`src/rtl/id_exe_skid_pkg.sv`:
```
// Shared decode/execute definitions: word and register-index widths, ALU commands,
// the decoded-op payload carried across the ID/EXE boundary, and the skid occupancy states.
package id_exe_skid_pkg;

  localparam int WORD_LEN          = 32;
  localparam int REG_FILE_ADDR_LEN = 5;

  typedef enum logic [3:0] {
    EXE_NOP = 4'd0,
    EXE_ADD,
    EXE_SUB,
    EXE_AND,
    EXE_OR,
    EXE_NOR,
    EXE_XOR,
    EXE_SLL,
    EXE_SRA,
    EXE_SRL,
    EXE_MOV,
    EXE_MVN
  } execmd_t;

  typedef struct packed {
    logic [WORD_LEN-1:0]          val1;
    logic [WORD_LEN-1:0]          val2;
    execmd_t                      exe_cmd;
    logic [REG_FILE_ADDR_LEN-1:0] dest;
    logic                         wb_en;
    logic                         mem_r_en;
    logic                         mem_w_en;
    logic [WORD_LEN-1:0]          st_val;
  } id_exe_payload_t;

  // Occupancy of the main/skid pair: EMPTY, main only, main plus skid.
  typedef enum logic [1:0] {
    ST_EMPTY = 2'd0,
    ST_ONE   = 2'd1,
    ST_FULL  = 2'd2
  } skid_state_t;

endpackage

```
`src/rtl/id_exe_skid_if.sv`:
```
// Valid/ready channel carrying one decoded op; master drives the op, slave returns ready.
interface id_exe_skid_if
  import id_exe_skid_pkg::*;
#(
  parameter int DATA_W = WORD_LEN,
  parameter int DEST_W = REG_FILE_ADDR_LEN
) ();

  logic              valid;
  logic              ready;
  logic [DATA_W-1:0] val1;
  logic [DATA_W-1:0] val2;
  execmd_t           exe_cmd;
  logic [DEST_W-1:0] dest;
  logic              wb_en;
  logic              mem_r_en;
  logic              mem_w_en;
  logic [DATA_W-1:0] st_val;

  modport master (
    output valid, val1, val2, exe_cmd, dest, wb_en, mem_r_en, mem_w_en, st_val,
    input  ready
  );

  modport slave (
    input  valid, val1, val2, exe_cmd, dest, wb_en, mem_r_en, mem_w_en, st_val,
    output ready
  );

endinterface

```
`src/rtl/id_exe_skid_pipe_slot.sv`:
```
// One pipeline slot: a payload register with its valid bit. clear beats load;
// clear drops only the valid bit so the payload keeps its last value.
module id_exe_skid_pipe_slot #(
  parameter type T = logic
) (
  input  logic clk,
  input  logic rst,
  input  logic load,
  input  logic clear,
  input  T     d,
  output logic valid,
  output T     q
);

  // NOTE: state registers use non-blocking assignments so every flop samples
  // pre-edge values regardless of process ordering.
  // NOTE: the payload is reset alongside the valid bit so the outputs read
  // all-zero after reset rather than power-up garbage.
  always_ff @(posedge clk) begin
    if (rst) begin
      valid <= 1'b0;
      q     <= '0;
    end else if (clear) begin
      valid <= 1'b0;
    end else if (load) begin
      valid <= 1'b1;
      q     <= d;
    end
  end

endmodule

```
`src/rtl/id_exe_skid.sv`:
```
// Decode-to-execute boundary with a 2-entry skid buffer and registered in_ready.
// Optional stall counter on out_valid & !out_ready: define ID_EXE_STALL_CNT_EN.
module id_exe_skid
  import id_exe_skid_pkg::*;
#(
  parameter int DATA_W = WORD_LEN,
  parameter int DEST_W = REG_FILE_ADDR_LEN
`ifdef ID_EXE_STALL_CNT_EN
  ,
  parameter int CNT_W  = 32
`endif
) (
  input  logic                clk,
  input  logic                rst,
  input  logic                flush,
  id_exe_skid_if.slave        in_if,
  id_exe_skid_if.master       out_if
`ifdef ID_EXE_STALL_CNT_EN
  ,
  output logic [CNT_W-1:0]    stall_cnt
`endif
);

  typedef struct packed {
    logic [DATA_W-1:0] val1;
    logic [DATA_W-1:0] val2;
    execmd_t           exe_cmd;
    logic [DEST_W-1:0] dest;
    logic              wb_en;
    logic              mem_r_en;
    logic              mem_w_en;
    logic [DATA_W-1:0] st_val;
  } payload_t;

  skid_state_t state, state_n;

  payload_t in_pl, main_d, main_q, skid_q;
  logic     main_valid, skid_valid;
  logic     main_load, main_from_skid, main_drop;
  logic     skid_load, skid_drop;
  logic     in_fire, out_fire;

  assign in_pl = '{
    val1:     in_if.val1,
    val2:     in_if.val2,
    exe_cmd:  in_if.exe_cmd,
    dest:     in_if.dest,
    wb_en:    in_if.wb_en,
    mem_r_en: in_if.mem_r_en,
    mem_w_en: in_if.mem_w_en,
    st_val:   in_if.st_val
  };

  // skid_valid is itself a flop, so in_ready never sees out_ready combinationally.
  assign in_if.ready = ~skid_valid;
  assign in_fire     = in_if.valid & ~skid_valid;
  assign out_fire    = main_valid & out_if.ready;

  always_ff @(posedge clk) begin
    if (rst) state <= ST_EMPTY;
    else     state <= state_n;
  end

  // NOTE: every signal driven here gets a default first so no path leaves it
  // unassigned and infers a latch.
  always_comb begin
    state_n        = state;
    main_load      = 1'b0;
    main_from_skid = 1'b0;
    main_drop      = 1'b0;
    skid_load      = 1'b0;
    skid_drop      = 1'b0;

    unique case (state)
      ST_EMPTY: begin
        if (in_fire) begin
          main_load = 1'b1;
          state_n   = ST_ONE;
        end
      end
      ST_ONE: begin
        if (in_fire && out_fire) begin
          main_load = 1'b1;
        end else if (in_fire) begin
          skid_load = 1'b1;
          state_n   = ST_FULL;
        end else if (out_fire) begin
          main_drop = 1'b1;
          state_n   = ST_EMPTY;
        end
      end
      ST_FULL: begin
        if (out_fire) begin
          main_load      = 1'b1;
          main_from_skid = 1'b1;
          skid_drop      = 1'b1;
          state_n        = ST_ONE;
        end
      end
      default: state_n = ST_EMPTY;
    endcase

    // A redirect discards everything, including an op accepted this same cycle.
    if (flush) begin
      state_n        = ST_EMPTY;
      main_load      = 1'b0;
      main_from_skid = 1'b0;
      skid_load      = 1'b0;
      main_drop      = 1'b1;
      skid_drop      = 1'b1;
    end
  end

  assign main_d = main_from_skid ? skid_q : in_pl;

  id_exe_skid_pipe_slot #(.T(payload_t)) u_main (
    .clk   (clk),
    .rst   (rst),
    .load  (main_load),
    .clear (main_drop),
    .d     (main_d),
    .valid (main_valid),
    .q     (main_q)
  );

  id_exe_skid_pipe_slot #(.T(payload_t)) u_skid (
    .clk   (clk),
    .rst   (rst),
    .load  (skid_load),
    .clear (skid_drop),
    .d     (in_pl),
    .valid (skid_valid),
    .q     (skid_q)
  );

  assign out_if.valid    = main_valid;
  assign out_if.val1     = main_q.val1;
  assign out_if.val2     = main_q.val2;
  assign out_if.exe_cmd  = main_q.exe_cmd;
  assign out_if.dest     = main_q.dest;
  assign out_if.st_val   = main_q.st_val;
  // Side-effecting controls are masked so a bubble can never write back or touch memory.
  assign out_if.wb_en    = main_q.wb_en    & main_valid;
  assign out_if.mem_r_en = main_q.mem_r_en & main_valid;
  assign out_if.mem_w_en = main_q.mem_w_en & main_valid;

`ifdef ID_EXE_STALL_CNT_EN
  always_ff @(posedge clk) begin
    if (rst)                           stall_cnt <= '0;
    else if (main_valid && !out_if.ready) stall_cnt <= stall_cnt + 1'b1;
  end
`endif

endmodule

```
`src/flat_wrapper.sv`:
```
// flat-port wrapper written by rule: the top's interface ports become plain ports
module id_exe_skid_flat import id_exe_skid_pkg::*;
#(
  parameter int DATA_W = WORD_LEN,
  parameter int DEST_W = REG_FILE_ADDR_LEN

)
  (clk, rst, flush, in_if_valid, in_if_val1, in_if_val2, in_if_exe_cmd, in_if_dest, in_if_wb_en, in_if_mem_r_en, in_if_mem_w_en, in_if_st_val, in_if_ready, out_if_valid, out_if_val1, out_if_val2, out_if_exe_cmd, out_if_dest, out_if_wb_en, out_if_mem_r_en, out_if_mem_w_en, out_if_st_val, out_if_ready);
  id_exe_skid_if #(.DATA_W(DATA_W), .DEST_W(DEST_W)) in_if_i ();
  id_exe_skid_if #(.DATA_W(DATA_W), .DEST_W(DEST_W)) out_if_i ();
  input  logic clk;
  input  logic rst;
  input  logic flush;
  input wire logic [$bits(in_if_i.valid)-1:0] in_if_valid;
  input wire logic [$bits(in_if_i.val1)-1:0] in_if_val1;
  input wire logic [$bits(in_if_i.val2)-1:0] in_if_val2;
  input wire logic [$bits(in_if_i.exe_cmd)-1:0] in_if_exe_cmd;
  input wire logic [$bits(in_if_i.dest)-1:0] in_if_dest;
  input wire logic [$bits(in_if_i.wb_en)-1:0] in_if_wb_en;
  input wire logic [$bits(in_if_i.mem_r_en)-1:0] in_if_mem_r_en;
  input wire logic [$bits(in_if_i.mem_w_en)-1:0] in_if_mem_w_en;
  input wire logic [$bits(in_if_i.st_val)-1:0] in_if_st_val;
  output wire logic [$bits(in_if_i.ready)-1:0] in_if_ready;
  output wire logic [$bits(out_if_i.valid)-1:0] out_if_valid;
  output wire logic [$bits(out_if_i.val1)-1:0] out_if_val1;
  output wire logic [$bits(out_if_i.val2)-1:0] out_if_val2;
  output wire logic [$bits(out_if_i.exe_cmd)-1:0] out_if_exe_cmd;
  output wire logic [$bits(out_if_i.dest)-1:0] out_if_dest;
  output wire logic [$bits(out_if_i.wb_en)-1:0] out_if_wb_en;
  output wire logic [$bits(out_if_i.mem_r_en)-1:0] out_if_mem_r_en;
  output wire logic [$bits(out_if_i.mem_w_en)-1:0] out_if_mem_w_en;
  output wire logic [$bits(out_if_i.st_val)-1:0] out_if_st_val;
  input wire logic [$bits(out_if_i.ready)-1:0] out_if_ready;
  assign in_if_i.valid = in_if_valid;
  assign in_if_i.val1 = in_if_val1;
  assign in_if_i.val2 = in_if_val2;
  assign in_if_i.exe_cmd = in_if_exe_cmd;
  assign in_if_i.dest = in_if_dest;
  assign in_if_i.wb_en = in_if_wb_en;
  assign in_if_i.mem_r_en = in_if_mem_r_en;
  assign in_if_i.mem_w_en = in_if_mem_w_en;
  assign in_if_i.st_val = in_if_st_val;
  assign in_if_ready = in_if_i.ready;
  assign out_if_valid = out_if_i.valid;
  assign out_if_val1 = out_if_i.val1;
  assign out_if_val2 = out_if_i.val2;
  assign out_if_exe_cmd = out_if_i.exe_cmd;
  assign out_if_dest = out_if_i.dest;
  assign out_if_wb_en = out_if_i.wb_en;
  assign out_if_mem_r_en = out_if_i.mem_r_en;
  assign out_if_mem_w_en = out_if_i.mem_w_en;
  assign out_if_st_val = out_if_i.st_val;
  assign out_if_i.ready = out_if_ready;
  id_exe_skid #(.DATA_W(DATA_W), .DEST_W(DEST_W)) u_core (.clk(clk), .rst(rst), .flush(flush), .in_if(in_if_i), .out_if(out_if_i));
endmodule
```
`config.mk`:
```
export PLATFORM = sky130hd
export DESIGN_NAME = id_exe_skid_flat
export DESIGN_NICKNAME = d
export VERILOG_FILES = /design/src/rtl/id_exe_skid_pkg.sv /design/src/rtl/id_exe_skid_if.sv /design/src/rtl/id_exe_skid_pipe_slot.sv /design/src/rtl/id_exe_skid.sv /design/src/flat_wrapper.sv
export SDC_FILE = /design/constraint.sdc
export NUM_CORES = 1
export LEC_CHECK = 0
export CAP_MARGIN = 30
export CORE_MARGIN = 2
export CORE_UTILIZATION = 54
export DETAILED_ROUTE_END_ITERATION = 16
export PLACE_DENSITY_LB_ADDON = 0.08
export REMOVE_ABC_BUFFERS = 1
export SYNTH_ARGS = -nofsm -noshare
export SYNTH_HDL_FRONTEND = slang
export SYNTH_SLANG_ARGS = --single-unit
```
`constraint.sdc`:
```
create_clock -name clk -period 3.6 [get_ports clk]
set_input_delay 0.36 -clock clk [delete_from_list [all_inputs] [get_ports clk]]
set_output_delay 0.36 -clock clk [all_outputs]
set_load 0.02 [all_outputs]
```
==> results of run 1 <==
## kinds of logic (layout without fill, tap and decap cells)
kind of cell           Yosys count  count (layout)  synth area share
AND/OR/NAND/NOR                559             559             0.230
buffers and inverters          204             279             0.135
multiplexers                     1               1           0.00107
flip-flops                     220             220             0.470
AO/OA/AOI/OAI                  223             223             0.164
## through the flow
| stage | power (mW) | instance area, sq um | worst slack (ns) | TNS, ns | hold slack (ns) |
|---|---|---|---|---|---|
| global route | 5.93 | 11600 | 1.22 | 0 | 0.430 |
| CTS | 5.77 | 11600 | 1.40 | 0 | 0.405 |
| finish | 5.71 | 11600 | 1.40 | 0 | 0.386 |
| floorplan | 3.01 | 8120 | -10.34 | -1079.99 | 0.429 |
| global placement | 3.35 | 10800 | 0.959 | 0 | 0.441 |
| detailed placement | 3.36 | 10800 | 0.886 | 0 | 0.447 |
## critical path, delay by kind of cell
kind,cells,cell delay [ns]
AND/OR/NAND/NOR,2,0.42
buffers and inverters,2,1.23
AO/OA/AOI/OAI,2,0.57
## state kept, by name, summed over array words and instances, names as in the netlist
register and cells:
u_core.state 2, u_core.u_main.valid 1, u_core.u_skid.q 108, u_core.u_main.q 108
u_core.u_skid.valid 1
## path summary, 6_finish.rpt
path	endpoint	cells past startpoint
setup / recovery	u_core.u_main.q[82]	6
hold / removal	u_core.u_skid.q[41]	2
setup reg to reg	u_core.u_skid.q[97]	5
hold reg to reg	u_core.u_skid.q[87]	2
## cell type report
| type | instances | area [sq um] | share of cell area |
|---|---|---|---|
| tap | 225 | 282 | 0.0242 |
| clock inverter | 4 | 56.3 | 0.00485 |
| inverter | 2 | 7.51 | 0.000646 |
| multi-input combinational | 783 | 3730 | 0.322 |
| sequential | 220 | 4400 | 0.379 |
| clock buffer | 38 | 733 | 0.0631 |
| timing repair buffer | 235 | 2400 | 0.206 |
## Yosys cell counts (all sizes together)
cell type and instances:
and2 5, inv 2, nand4b 1, buf 152
nor3b 1, o221a 1, a21oi 111, nor4 2
mux2i 1, or2 2, nor2 111, o22ai 1
a311oi 108, o32ai 1, nand2 434, a21boi 1
clkbuf 50, dfxtp 220, nand2b 2, or4 1
## report_power, final
group,total [mW],internal [mW],switching [mW]
clock,2.40,1.46,0.941
combinational,0.706,0.348,0.358
sequential,2.60,2.54,0.0592
## routing by layer
metal,vias to the layer above,part of all wire
li1,4026,-
met3,34,0.070
met1,3715,0.43
met2,203,0.48
met5,-,0
met4,0,0.022
==> results.toml, run 1 <==
[run_status]
status = "finished clean"

[clock_network]
postCtsHoldBufs = 0
cts_buffers = 24
numClockSinks = 220
cts_tree = "yes"
htreeDepth = 1
cts_buffer_depth = 3
clk_latency_ns = 0.51
clk_pin_slew_ns = 0.06
ctsResizeCount = 0
cts_root_buf = "clkbuf_16"
cts_setup_buffers = 0

[floorplan]
placementRows = 48
io_pins = 223
initial_core_util = 0.548
die_x_um = 136
core_sq_um = 17100
dieArea_sq_um = 18400
die_h_um = 136

[yosys]
ys_warn_count = 0
synth_top_area_cell = "dfxtp_1"
ys_seq_area_frac = 0.470
avgSynthCellArea_sq_um = 7.77
synth_top_area_share = 0.470
ys_types = 26
synth_area_leaders = "dfxtp_1 (47%), nand2_1 (17%), a311oi_1 (10%)"
yosys_register_bits = 220
netlist_area_sq_um = 9370
synth_cells = 1207

[sta]
clock.fmax_ghz = 0.454
fin_worst_skew_ns = 0.00859
slew_headroom = 0.419
finalSetupViolCount = 0
layout_min_cycle_time_ns = 2.20
rsz0062_at_grt = "false"
tightest_slew_ns = 0.872
slew_viol_final = 0
period_share = 0.612
hold_viol_final = 0

[critical_path]
crit_arrival_ns = 2.62
cpPeakStageDelay_ns = 0.63
cp_slowest_cell = "clkdlybuf4s50_1"
crit_fanout = 66
r2r_slack_ns = 1.43
crit_chain = "clkdlybuf4s50_1 -> or2_0 -> o32ai_4 -> buf_4 -> nor2_1 -> a311oi_1"
required_ns = 4.02
crit_path_start = "flush"
reg2reg_from = "u_core.u_skid.valid"
crit_path_start_kind = "primary input"
crit_path_end_kind = "flip-flop"
crit_type = "in -> reg"

[power_and_ir_drop]
p_leak_nw = 4.08
ir_worst_vdd_uv = 379
powerDensity_nw_per_um2 = 492

[detailed_routing]
routedWlPerCell_um = 14.8
dr.pass1.iters = 5
drt_iter0_drc = 511
via_per_inst = 5.29
num_vias = 7978
final_antenna_net_count = 0
routed_wl_mm = 22.3
drc = 0

[placement]
dp.cells = 1465
place_hpwl_mm = 13.5
gp_congestion = 0.774
io_buffers = 222

[global_route]
grt_use_total = 0.234
grt_util_met3 = 0.0576
antenna_found_initial = 0
grt_util_met1 = 0.296
grt_max_degree = 119
grt_overflow = 0
grt_pass1_wl_mm = 35.3
top_usage_layer = "met2"
met2_usage = 0.401
first_global_vias = 7163

[layout]
nNetsFinal = 1379
final_common_cell = "nand2_1"
finalCoreUtilization = 0.679
most-common-layout-cells = "nand2_1 (434), clkdlybuf4s50_1 (221), dfxtp_1 (220)"
syn_to_final_growth_pct = 23.9
fin_cells = 1507
antenna_cells = 0
fill_cells = 1493
drive_gt1_frac = 0.0445

[worst_hold_path]
hold_class = "in -> reg"
hp-start = "rst"

[run]
drv_cap = 0
(Power assumes the default switching activity.)
==> inputs of run 2 (changes only) <==
--- a/config.mk
+++ b/config.mk
@@ -7,7 +7,7 @@
 export LEC_CHECK = 0
 export CAP_MARGIN = 30
 export CORE_MARGIN = 2
-export CORE_UTILIZATION = 54
+export CORE_UTILIZATION = 50
 export DETAILED_ROUTE_END_ITERATION = 16
 export PLACE_DENSITY_LB_ADDON = 0.08
 export REMOVE_ABC_BUFFERS = 1
==> constraint.sdc (replaced) <==
create_clock -name clk -period 2.2 [get_ports clk]
set_input_delay 0.22 -clock clk [delete_from_list [all_inputs] [get_ports clk]]
set_output_delay 0.22 -clock clk [all_outputs]
set_load 0.02 [all_outputs]
==> run 2 against run 1 <==
  * Critical path depth decreased by 4
  * Worst setup slack worse by 1.1 ns
  * Count of clock-buffer cells in the layout fell by 2
  * Largest cell class unchanged
==> results.toml, run 2 (same netlist as run 1, synthesis figures left out) <==
[run_status]
status = "finished clean"

[layout]
most-common-layout-cells = "nand2_1 (434), clkdlybuf4s50_1 (221), dfxtp_1 (220)"
syn_to_final_growth_pct = 26.2
postLayoutCellArea_sq_um = 11800
seq_area_sq_um = 4400
antenna_cells = 0
reg_top3 = "u_core.u_main.q x108, u_core.u_skid.q x108, u_core.state x2"
finalCoreUtilization = 0.639
fill_cells = 1683
drive_gt1_frac = 0.0533
nNetsFinal = 1396
multi_input_area_sq_um = 3730
final_common_cell = "nand2_1"

[sta]
slew_viol_final = 0
clock.fmax_ghz = 0.513
fin_setup_tns_ns = 0
rsz0062_at_grt = "false"
slew_headroom = 0.632
fin_worst_skew_ns = 0.0117
period_share = 0.886
layout_min_cycle_time_ns = 1.95
hold_viol_final = 0
finalSetupViolCount = 0
tightest_slew_ns = 0.551
hold_ws_ns = 0.165

[floorplan]
die_x_um = 141
placementRows = 50
dieArea_sq_um = 19900
initial_core_util = 0.506
die_h_um = 141
core_sq_um = 18500
io_pins = 223

[power_and_ir_drop]
power_mw = 9.06
powerDensity_nw_per_um2 = 766
ir_worst_vdd_uv = 510
p_leak_nw = 4.17

[clock_network]
cts_buffers = 23
htreeDepth = 1
cts_tree = "yes"
ctsResizeCount = 0
cts_root_buf = "clkbuf_16"
clk_pin_slew_ns = 0.06
postCtsHoldBufs = 0
clk_latency_ns = 0.49
numClockSinks = 220
cts_buffer_depth = 3
cts_setup_buffers = 0

[detailed_routing]
num_vias = 8019
via_per_inst = 5.25
drc = 0
routed_wl_mm = 22.3
routedWlPerCell_um = 14.6
dr.pass1.iters = 5
drt_iter0_drc = 514
final_antenna_net_count = 0

[global_route]
first_global_vias = 7129
antenna_found_initial = 0
grt_use_total = 0.217
grt_max_degree = 110
grt_overflow = 0
grt_pass1_wl_mm = 35.9

[worst_hold_path]
hold_depth = 2
hp-start = "rst"
whs_endpoint = "u_core.u_skid.q[81]"
hold_class = "in -> reg"

[critical_path]
crit_fanout = 8
crit_path_end_kind = "output port"
crit_type = "reg -> out"
crit_path_start = "u_core.u_main.valid"
required_ns = 1.98
crit_path_start_kind = "flip-flop"
r2r_slack_ns = 0.29
rr_endpoint = "u_core.u_main.q[70]"
crit_arrival_ns = 1.73
reg2reg_from = "u_core.u_main.valid"
reg2regPathDepth = 6

[run]
drv_cap = 0

[placement]
gp_congestion = 0.823
io_buffers = 222
place_area_sq_um = 11100
place_hpwl_mm = 13.9
==> run 2: final cells by class <==
type,count,share of cell area
multi-input cells,783,0.316
clock buffers,36,0.0587
repair buffers,253,0.228
well taps,234,0.0248
inverters,2,0.000635
flip-flops and latches,220,0.372
==> run 2: where the power goes <==
group	internal, mW	total (mW)	leakage, nW	switching, mW
Sequential	4.16	4.26	1.79	0.101
Combinational	0.613	1.21	2.04	0.601
Clock	2.14	3.58	0.341	1.45
==> run 2: per-layer routing <==
metal,up-vias,global-route usage,share of wire
li1,4066,-,-
met1,3691,0.302,0.46
met2,226,0.353,0.46
met3,36,0.0367,0.063
met4,0,0.0579,0.022
met5,-,0,0
==> run 2: worst max path at each step <==
stage                                      to  slack (ns)  depth (start not counted)
after floorplan           u_core.u_main.valid      -11.74                          3
after global placement    u_core.u_main.q[61]        0.13                          7
after detailed placement  u_core.u_main.q[92]        0.06                          7
after CTS                     out_if_mem_r_en        0.24                          2
after global routing      u_core.u_main.q[51]        0.12                          6
final                         out_if_mem_r_en        0.25                          2
==> run 2: stage by stage <==
stage / cells / setup slack (ns)
6_report: 1528 / 0.250
5_1_grt: 1528 / 0.118
4_1_cts: 1528 / 0.241
3_5_place_dp: 1492 / 0.0595
3_3_place_gp: 1492 / 0.126
2_1_floorplan: 1005 / -11.74
==> run 2: worst max-delay path, stage by stage, from the launching register on <==
cell and delay (ns):
dfxtp_1 0.45, and2_1 0.18, clkdlybuf4s50_1 0.61
==> inputs of run 3 (changes only) <==
--- a/config.mk
+++ b/config.mk
@@ -8,6 +8,7 @@
 export CAP_MARGIN = 30
 export CORE_MARGIN = 2
 export CORE_UTILIZATION = 50
+export CTS_CLUSTER_SIZE = 12
 export DETAILED_ROUTE_END_ITERATION = 16
 export PLACE_DENSITY_LB_ADDON = 0.08
 export REMOVE_ABC_BUFFERS = 1
==> results of run 3 <==
The final DEF is identical to that of run 2; final timing and power are the same.
